### config.mk
export PLATFORM = sky130hd
export DESIGN_NAME = lcplc_flag_generator
export DESIGN_NICKNAME = d
export VERILOG_FILES = /design/src/rtl/lcplc_pkg.sv /design/src/rtl/lcplc_flag_generator_wrap_counter.sv /design/src/rtl/lcplc_flag_generator.sv
export SDC_FILE = /design/constraint.sdc
export NUM_CORES = 1
export LEC_CHECK = 0
export ABC_AREA = 1
export BUFFER_PORTS_ARGS = -buffer_cell sky130_fd_sc_hd__buf_2
export CAP_MARGIN = 20
export CORE_MARGIN = 2
export CORE_UTILIZATION = 39
export CTS_CLUSTER_SIZE = 10
export DETAILED_ROUTE_END_ITERATION = 6
export MAX_ROUTING_LAYER = met4
export PLACE_DENSITY = 0.59
export SYNTH_ARGS = -nofsm -noshare
export SYNTH_HDL_FRONTEND = slang
export SYNTH_SLANG_ARGS = --single-unit
### constraint.sdc
create_clock -name clk -period 2.43 [get_ports clk]
set_input_delay 0.243 -clock clk [delete_from_list [all_inputs] [get_ports clk]]
set_output_delay 0.243 -clock clk [all_outputs]
set_load 0.03 [all_outputs]
### src/rtl/lcplc_pkg.sv
// Shared types and default widths for the LCPLC flag generator.
package lcplc_pkg;

  localparam int LCPLC_DATA_WIDTH        = 16;
  localparam int LCPLC_BLOCK_DIM_WIDTH   = 6;
  localparam int LCPLC_BAND_WIDTH        = 10;
  localparam int LCPLC_BLOCK_COUNT_WIDTH = 16;

  typedef struct packed {
    logic [LCPLC_BLOCK_COUNT_WIDTH-1:0] blocks_m1;
    logic [LCPLC_BAND_WIDTH-1:0]        bands_m1;
    logic [LCPLC_BLOCK_DIM_WIDTH-1:0]   height_m1;
    logic [LCPLC_BLOCK_DIM_WIDTH-1:0]   width_m1;
  } lcplc_geom_t;

  typedef struct packed {
    logic i;
    logic b;
    logic s;
    logic r;
  } lcplc_flags_t;

endpackage

### src/rtl/lcplc_flag_generator_wrap_counter.sv
// Up-counter that wraps to zero after reaching a runtime limit.
module wrap_counter #(
  parameter int WIDTH = 8
) (
  input  logic             clk,
  input  logic             rst,
  input  logic             clear,
  input  logic             enable,
  input  logic [WIDTH-1:0] limit,
  output logic [WIDTH-1:0] count,
  output logic             at_limit
);

  logic [WIDTH-1:0] r_count;

  assign at_limit = (r_count == limit);
  assign count    = r_count;

  always_ff @(posedge clk) begin
    if (rst || clear) begin
      r_count <= '0;
    end else if (enable) begin
      r_count <= at_limit ? '0 : r_count + 1'b1;
    end
  end

endmodule

### src/rtl/lcplc_flag_generator.sv
// Tags a block-ordered sample stream with nested row/slice/block/image last flags.
// state | meaning
// IDLE  | waiting for first sample of an image; cfg_* used live and captured on transfer
// RUN   | image in progress; captured geometry used, cfg_* ignored
module lcplc_flag_generator
  import lcplc_pkg::*;
#(
  parameter int DATA_WIDTH        = LCPLC_DATA_WIDTH,
  parameter int BLOCK_DIM_WIDTH   = LCPLC_BLOCK_DIM_WIDTH,
  parameter int BAND_WIDTH        = LCPLC_BAND_WIDTH,
  parameter int BLOCK_COUNT_WIDTH = LCPLC_BLOCK_COUNT_WIDTH
) (
  input  logic                         clk,
  input  logic                         rst,
  input  logic                         input_valid,
  output logic                         input_ready,
  input  logic [DATA_WIDTH-1:0]        input_data,
  output logic                         x_valid,
  input  logic                         x_ready,
  output logic [DATA_WIDTH-1:0]        x_data,
  output logic                         x_last_r,
  output logic                         x_last_s,
  output logic                         x_last_b,
  output logic                         x_last_i,
  input  logic [BLOCK_DIM_WIDTH-1:0]   cfg_width_m1,
  input  logic [BLOCK_DIM_WIDTH-1:0]   cfg_height_m1,
  input  logic [BAND_WIDTH-1:0]        cfg_bands_m1,
  input  logic [BLOCK_COUNT_WIDTH-1:0] cfg_blocks_m1,
  output logic                         busy
);

  localparam logic [0:0] S_IDLE = 1'b0;
  localparam logic [0:0] S_RUN  = 1'b1;

  logic [0:0]                   r_state;
  logic [BLOCK_DIM_WIDTH-1:0]   r_width_m1, r_height_m1;
  logic [BAND_WIDTH-1:0]        r_bands_m1;
  logic [BLOCK_COUNT_WIDTH-1:0] r_blocks_m1;
  logic                         r_valid, r_busy;
  logic [DATA_WIDTH-1:0]        r_data;
  lcplc_flags_t                 r_flags;

  logic [BLOCK_DIM_WIDTH-1:0]   w_width_m1, w_height_m1;
  logic [BAND_WIDTH-1:0]        w_bands_m1;
  logic [BLOCK_COUNT_WIDTH-1:0] w_blocks_m1;
  logic [BLOCK_DIM_WIDTH-1:0]   w_col, w_row;
  logic [BAND_WIDTH-1:0]        w_band;
  logic [BLOCK_COUNT_WIDTH-1:0] w_blk;
  logic                         w_col_at, w_row_at, w_band_at, w_blk_at;
  logic                         w_en_row, w_en_band, w_en_blk;
  logic                         w_xfer, w_idle;
  lcplc_flags_t                 w_flags;
  logic                         w_unused_counts;

  // The first sample of an image is tagged against the live cfg it captures.
  assign w_idle      = (r_state == S_IDLE);
  assign w_width_m1  = w_idle ? cfg_width_m1  : r_width_m1;
  assign w_height_m1 = w_idle ? cfg_height_m1 : r_height_m1;
  assign w_bands_m1  = w_idle ? cfg_bands_m1  : r_bands_m1;
  assign w_blocks_m1 = w_idle ? cfg_blocks_m1 : r_blocks_m1;

  assign input_ready = !r_valid || x_ready;
  assign w_xfer      = input_valid && input_ready;

  assign w_en_row  = w_xfer    && w_col_at;
  assign w_en_band = w_en_row  && w_row_at;
  assign w_en_blk  = w_en_band && w_band_at;

  assign w_flags.r = w_col_at;
  assign w_flags.s = w_flags.r && w_row_at;
  assign w_flags.b = w_flags.s && w_band_at;
  assign w_flags.i = w_flags.b && w_blk_at;

  assign w_unused_counts = ^{w_col, w_row, w_band, w_blk};

  wrap_counter #(.WIDTH(BLOCK_DIM_WIDTH)) u_col (
    .clk(clk), .rst(rst), .clear(1'b0), .enable(w_xfer),
    .limit(w_width_m1), .count(w_col), .at_limit(w_col_at)
  );

  wrap_counter #(.WIDTH(BLOCK_DIM_WIDTH)) u_row (
    .clk(clk), .rst(rst), .clear(1'b0), .enable(w_en_row),
    .limit(w_height_m1), .count(w_row), .at_limit(w_row_at)
  );

  wrap_counter #(.WIDTH(BAND_WIDTH)) u_band (
    .clk(clk), .rst(rst), .clear(1'b0), .enable(w_en_band),
    .limit(w_bands_m1), .count(w_band), .at_limit(w_band_at)
  );

  wrap_counter #(.WIDTH(BLOCK_COUNT_WIDTH)) u_blk (
    .clk(clk), .rst(rst), .clear(1'b0), .enable(w_en_blk),
    .limit(w_blocks_m1), .count(w_blk), .at_limit(w_blk_at)
  );

  always_ff @(posedge clk) begin
    if (rst) begin
      r_state     <= S_IDLE;
      r_width_m1  <= '0;
      r_height_m1 <= '0;
      r_bands_m1  <= '0;
      r_blocks_m1 <= '0;
      r_valid     <= 1'b0;
      r_data      <= '0;
      r_flags     <= '0;
      r_busy      <= 1'b0;
    end else begin
      if (w_xfer) begin
        r_valid <= 1'b1;
        r_data  <= input_data;
        r_flags <= w_flags;
        r_state <= w_flags.i ? S_IDLE : S_RUN;
        if (w_idle) begin
          r_width_m1  <= cfg_width_m1;
          r_height_m1 <= cfg_height_m1;
          r_bands_m1  <= cfg_bands_m1;
          r_blocks_m1 <= cfg_blocks_m1;
        end
      end else if (x_ready) begin
        r_valid <= 1'b0;
      end
      // Busy stays up through the cycle the final sample sits in the output register.
      r_busy <= w_xfer || (r_state == S_RUN);
    end
  end

  assign x_valid  = r_valid;
  assign x_data   = r_data;
  assign x_last_r = r_flags.r;
  assign x_last_s = r_flags.s;
  assign x_last_b = r_flags.b;
  assign x_last_i = r_flags.i;
  assign busy     = r_busy;

endmodule

Word level (Yosys, flattened, before mapping)
Cells that the tools add are included.
Storage, ports and cells
  bits in registers: 99
  output and inout bits: 23
Cells by class
  add/sub/neg operators: 4
  equality and inequality tests: 4
  multiplexer cells: 11
  reduce and logical (&&, ||, !) cells: 11
Operators with widths (number)
  $mux 16: 2
  $mux 6: 4
  $mux 10: 2
  $add 16x1->16 const B: 1
  $eq 16x16->1: 1
  $add 6x1->6 const B: 2
  $eq 6x6->1: 2
  $add 10x1->10 const B: 1
  $eq 10x10->1: 1
  $logic_and 1x1->1: 7
  $mux 1: 3
  $logic_or 1x1->1: 2
  $reduce_bool 2->1: 1
  $logic_not 1->1: 1

Depth between registers and ports, before layout
  depth in word-level cells: 6
  mapped depth: 16

Modules after synthesis
From an unflattened synthesis, not the netlist that was laid out.
Second synthesis, totals
  cells, all modules: 881
  area total of the unflattened synthesis: 5402.7 µm²
By module, submodules not included
  lcplc_flag_generator: instances 1, cells each 470, area each 2877.8 µm², seq. area each 1221.2 µm²
  wrap_counter (u_blk): instances 1, cells each 191, area each 1109.8 µm², seq. area each 320.3 µm²
  wrap_counter (u_col ...): instances 2, cells each 58, area each 372.9 µm², seq. area each 120.1 µm²
  wrap_counter (u_band): instances 1, cells each 104, area each 669.4 µm², seq. area each 200.2 µm²

Worst setup path after synthesis
No wires, ideal clock.
  kind: register -> register
  start: register r_valid (netlist: x_valid)
  end: register u_blk.r_count[14] (netlist: u_blk.count[14])
  setup time: 113 ps
  arrival: 1708 ps
  required time: 2317 ps
  slack: 609 ps
  stages on the path, launching flop included: 12
  period minus slack after synthesis: 1821 ps
  cells stage by stage: dfxtp_1 a21oi_1 nand2_1 inv_1 nand3_2 nor2_4 nand2_4 nor2_4 buf_6 nand2_1 nand2_1 nor2_1
On the way
  word-level cells in the longest chain between the ends: 6
RTL lines
  start: declaration: RTL line lcplc_flag_generator.sv:39  | logic r_valid, r_busy;
  start signal: assignment: RTL line lcplc_flag_generator.sv:103  | r_valid <= 1'b0;
  start signal: assignment: RTL line lcplc_flag_generator.sv:109  | r_valid <= 1'b1;
  start signal: assignment: RTL line lcplc_flag_generator.sv:120  | r_valid <= 1'b0;
  $logic_not 1->1: RTL line lcplc_flag_generator.sv:62  | assign input_ready = !r_valid || x_ready;
  $logic_or 1x1->1: RTL line lcplc_flag_generator.sv:62
  $logic_and 1x1->1: RTL line lcplc_flag_generator.sv:63  | assign w_xfer = input_valid && input_ready;
  $logic_and 1x1->1: RTL line lcplc_flag_generator.sv:65  | assign w_en_row = w_xfer && w_col_at;
  $logic_and 1x1->1: RTL line lcplc_flag_generator.sv:66  | assign w_en_band = w_en_row && w_row_at;
  $logic_and 1x1->1: RTL line lcplc_flag_generator.sv:67  | assign w_en_blk = w_en_band && w_band_at;
  end signal: assignment: RTL line lcplc_flag_generator_wrap_counter.sv:23  | r_count <= at_limit ? '0 : r_count + 1'b1;
  end: declaration: RTL line lcplc_flag_generator_wrap_counter.sv:14  | logic [WIDTH-1:0] r_count;
Every way passes these cells.
A chain may end at the register's enable or synchronous reset.

Worst setup path in the final report
  start: register r_state
  end: register u_blk.r_count[5] (netlist: u_blk.count[5])
On the way
  word-level cells in the longest chain between the ends: 5
  elaborated cells on any way between the ends: 12
RTL lines
  start: declaration: RTL line lcplc_flag_generator.sv:35  | logic [0:0] r_state;
  start signal: assignment: RTL line lcplc_flag_generator.sv:112  | r_state <= w_flags.i ? S_IDLE : S_RUN;
  $mux 6
  $eq 6x6->1: RTL line lcplc_flag_generator_wrap_counter.sv:16  | assign at_limit = (r_count == limit);
  $logic_and 1x1->1: RTL line lcplc_flag_generator.sv:65
  $logic_and 1x1->1: RTL line lcplc_flag_generator.sv:66
  $logic_and 1x1->1: RTL line lcplc_flag_generator.sv:67
Several ways; a longest one is shown, not always the timed one.

==> flow_summary.json <==
{
  "core_um2": 13800,
  "globalRoute.totalOverflow": 0,
  "routed_wl_um": 14100,
  "vias_per_cell": 4.82,
  "syn_nets": 948,
  "drc": 0,
  "die_x_um": 122,
  "maxSlewViolCount": 0,
  "reg2reg_from": "r_state$_SDFFE_PP0P_",
  "ant_nets": 0,
  "post-synth-top-count-cell": "nand2_1",
  "grt_usage": 0.205,
  "grt_pass1_wl_um": 23900,
  "powerDensity_nw_per_um2": 581,
  "ys_types": 28,
  "path_class": "reg2reg",
  "die-area_um2": 15000,
  "synth_area_leader_cell": "dfxtp_1",
  "synth_seq_cells": 99,
  "outcome": "finished clean",
  "area_delta_synth_final_pct": 15.0,
  "worstMarginPinSlew_ps": 597,
  "rows": 43,
  "worstHoldStart": "input_data[12]",
  "clkLatencyLatePin_ps": 360,
  "synth_xor_area_frac": 0.0144,
  "crit_fanout": 19,
  "postCtsSetupBuffers": 0,
  "start_util": 0.397,
  "synth_top_area_frac": 0.363,
  "antenna_found_initial": 0,
  "async_reset_ff_frac": 0,
  "hold_path.class": "in2reg",
  "worst_ep_required_time_ps": 2720,
  "fin_worst_skew_ps": 10.7,
  "drive_gt1_frac": 0.133,
  "cts_tree": "yes",
  "hold_path_end": "x_data[12]$_SDFFE_PP0P_",
  "cp-startpoint": "r_state$_SDFFE_PP0P_",
  "clock.fmax_mhz": 455,
  "first_pass_iters": 6,
  "clock_sinks": 99,
  "dpl-instance-area_um2": 6010,
  "rr_worst_depth": 14,
  "chipHeight_um": 122,
  "maxSlewHeadroom": 0.600,
  "synth-simple-area-share": 0.413,
  "avgSynthCellArea_um2": 6.17,
  "synth_compound_area_frac": 0.110,
  "htree_levels": 3,
  "synth_flop_cell": "dfxtp_1",
  "max_cap_violations": 0,
  "hold_depth": 3,
  "synth_common_cells": "nand2_1 (343), nor2_1 (104), dfxtp_1 (99)",
  "clk_pin_slew_ps": 70,
  "io-pin-count": 81,
  "first_iter_violations": 446,
  "cp-end-kind": "flop",
  "r2r_slack_ps": 230,
  "stdcell_area_um2": 6280,
  "rsz0062_at_grt": "no",
  "start_kind": "flop",
  "cts_hold_buf": 0,
  "rr_endpoint": "u_blk.count[5]$_SDFFE_PP0P_",
  "via_count": 5511,
  "final.fill_count": 1542,
  "synth_edf_count": 0,
  "numPortBuffers": 80,
  "fin_tns_setup_ps": 0,
  "syn_inst": 886,
  "hpwl_um": 10100,
  "p_leak_nw": 3.03,
  "root_buffer": "clkbuf_16",
  "insertedDiodeCount": 0,
  "synth_top_family_by_area": "simple AND/OR/NAND/NOR gates",
  "grt_max_degree": 51,
  "yosys_warnings": 0,
  "cts_buffer_depth": 2,
  "yosys-top-cells-area": "dfxtp_1 (36%), nand2_1 (24%), nor2_1 (7.1%), nand3_1 (6.9%), o21ai_0 (5.1%)",
  "setup_viol": 0,
  "critPathArrivalTime_ps": 2490,
  "first_global_vias": 5093,
  "min_period_ps": 2200,
  "fin_crit_sh": 0.905,
  "layout.nets": 1021,
  "synthAdderAreaFrac": 0.00916,
  "synth_mux_area_frac": 0,
  "post_drt_wl_per_cell_um": 12.3,
  "place.gp.congestion": 0.849,
  "max-vdd-ir-drop_mv": 0.376,
  "cts_buffers": 9,
  "hold_viol_final": 0,
  "seq_area_frac_synth": 0.363,
  "mappedNetlistArea_um2": 5460
}
## area by class of cell
type,instances,area (um^2),share of cell area
Inverter,78,293,0.0466
Clock inverter,5,38.8,0.00617
Tap cell,180,225,0.0358
Multi-Input combinational cell,676,3000,0.477
Sequential cell,99,1980,0.315
Timing Repair Buffer,95,517,0.0822
Clock buffer,10,229,0.0364
## layer usage
layer  track usage  vias to the layer above  share of wire
met3        0.0423                       18          0.038
met5             -                        -              0
met4        0.0618                        0          0.017
li1              -                     2970              -
met2         0.331                       97           0.46
met1         0.259                     2426           0.49
## where the power goes
part / switching, mW / internal [mW]
Sequential: 0.0373 / 1.70
Combinational: 0.376 / 0.189
Clock: 0.656 / 0.693
Total: 1.07 / 2.58
## cell families (layout without fill, tap and decap cells)
family          after synthesis  in the layout
buf+inv                     111            188
flops                        99             99
simple gates                552            552
compound gates              111            111
xor+xnor                      9              9
fa+ha+maj                     4              4
## cell usage in the layout (no fill, tap or decap), types with 5 or more instances in the layout
master     Yosys  layout
nand3_1       75      75
a31oi_1       27      27
nor3_1        10      10
a21oi_1       23      22
nand2_1      343     343
buf_2          1      80
o21ai_0       56      56
inv_1         74      74
xor2_1         9       9
nand4_1        5       5
nand2_2        8       8
clkbuf_16      0       9
dfxtp_1       99      99
buf_4          3      14
nor2_1       104     104
## how the worst max path moves through the flow
stage	end	slack [ps]	depth (start not counted)
CTS	u_blk.count[5]$_SDFFE_PP0P_	220	14
global placement	u_blk.count[5]$_SDFFE_PP0P_	290	14
detailed placement	u_blk.count[6]$_SDFFE_PP0P_	250	14
finish	u_blk.count[5]$_SDFFE_PP0P_	230	14
floorplan	u_blk.count[14]$_SDFFE_PP0P_	610	11
global route	u_blk.count[6]$_SDFFE_PP0P_	20	14
## state kept, by name, indices dropped and copies added, names as in the netlist
signal,count
busy,1
r_bands_m1,10
r_blocks_m1,16
r_height_m1,6
r_state,1
r_width_m1,6
u_band.count,10
u_blk.count,16
u_col.count,6
u_row.count,6
x_data,16
x_last_b,1
x_last_i,1
x_last_r,1
x_last_s,1
x_valid,1
## what timing repair did
action,4_1_cts,5_1_grt
hold endpoints to repair,0,0
resized for setup,0,1
endpoints found under the setup margin,0,2
## worst max-delay path, cell delays in order, from the launching register on
cell,delay [ps]
dfxtp_1,360
buf_4,270
nand2_1,120
nand2_1,90
nand2_1,50
nand2_1,100
nand3_2,120
inv_1,80
nand2_2,120
nor2_4,370
buf_4,200
nand3_1,60
nand2_1,70
inv_1,30
nor2_1,80
## metrics by stage
step / worst slack [ps] / instances / util / power, mW / hold slack [ps]
floorplan: 609 / 886 / - / 2.17 / 378
global placement: 288 / 1128 / 0.437 / 2.34 / 453
detailed placement: 245 / 1128 / 0.437 / 2.34 / 454
CTS: 222 / 1143 / 0.456 / 3.70 / 98.6
global route: 20.0 / 1143 / 0.456 / 3.83 / 126
finish: 231 / 1143 / 0.456 / 3.65 / 111
Power figures use the tool's default switching activity.
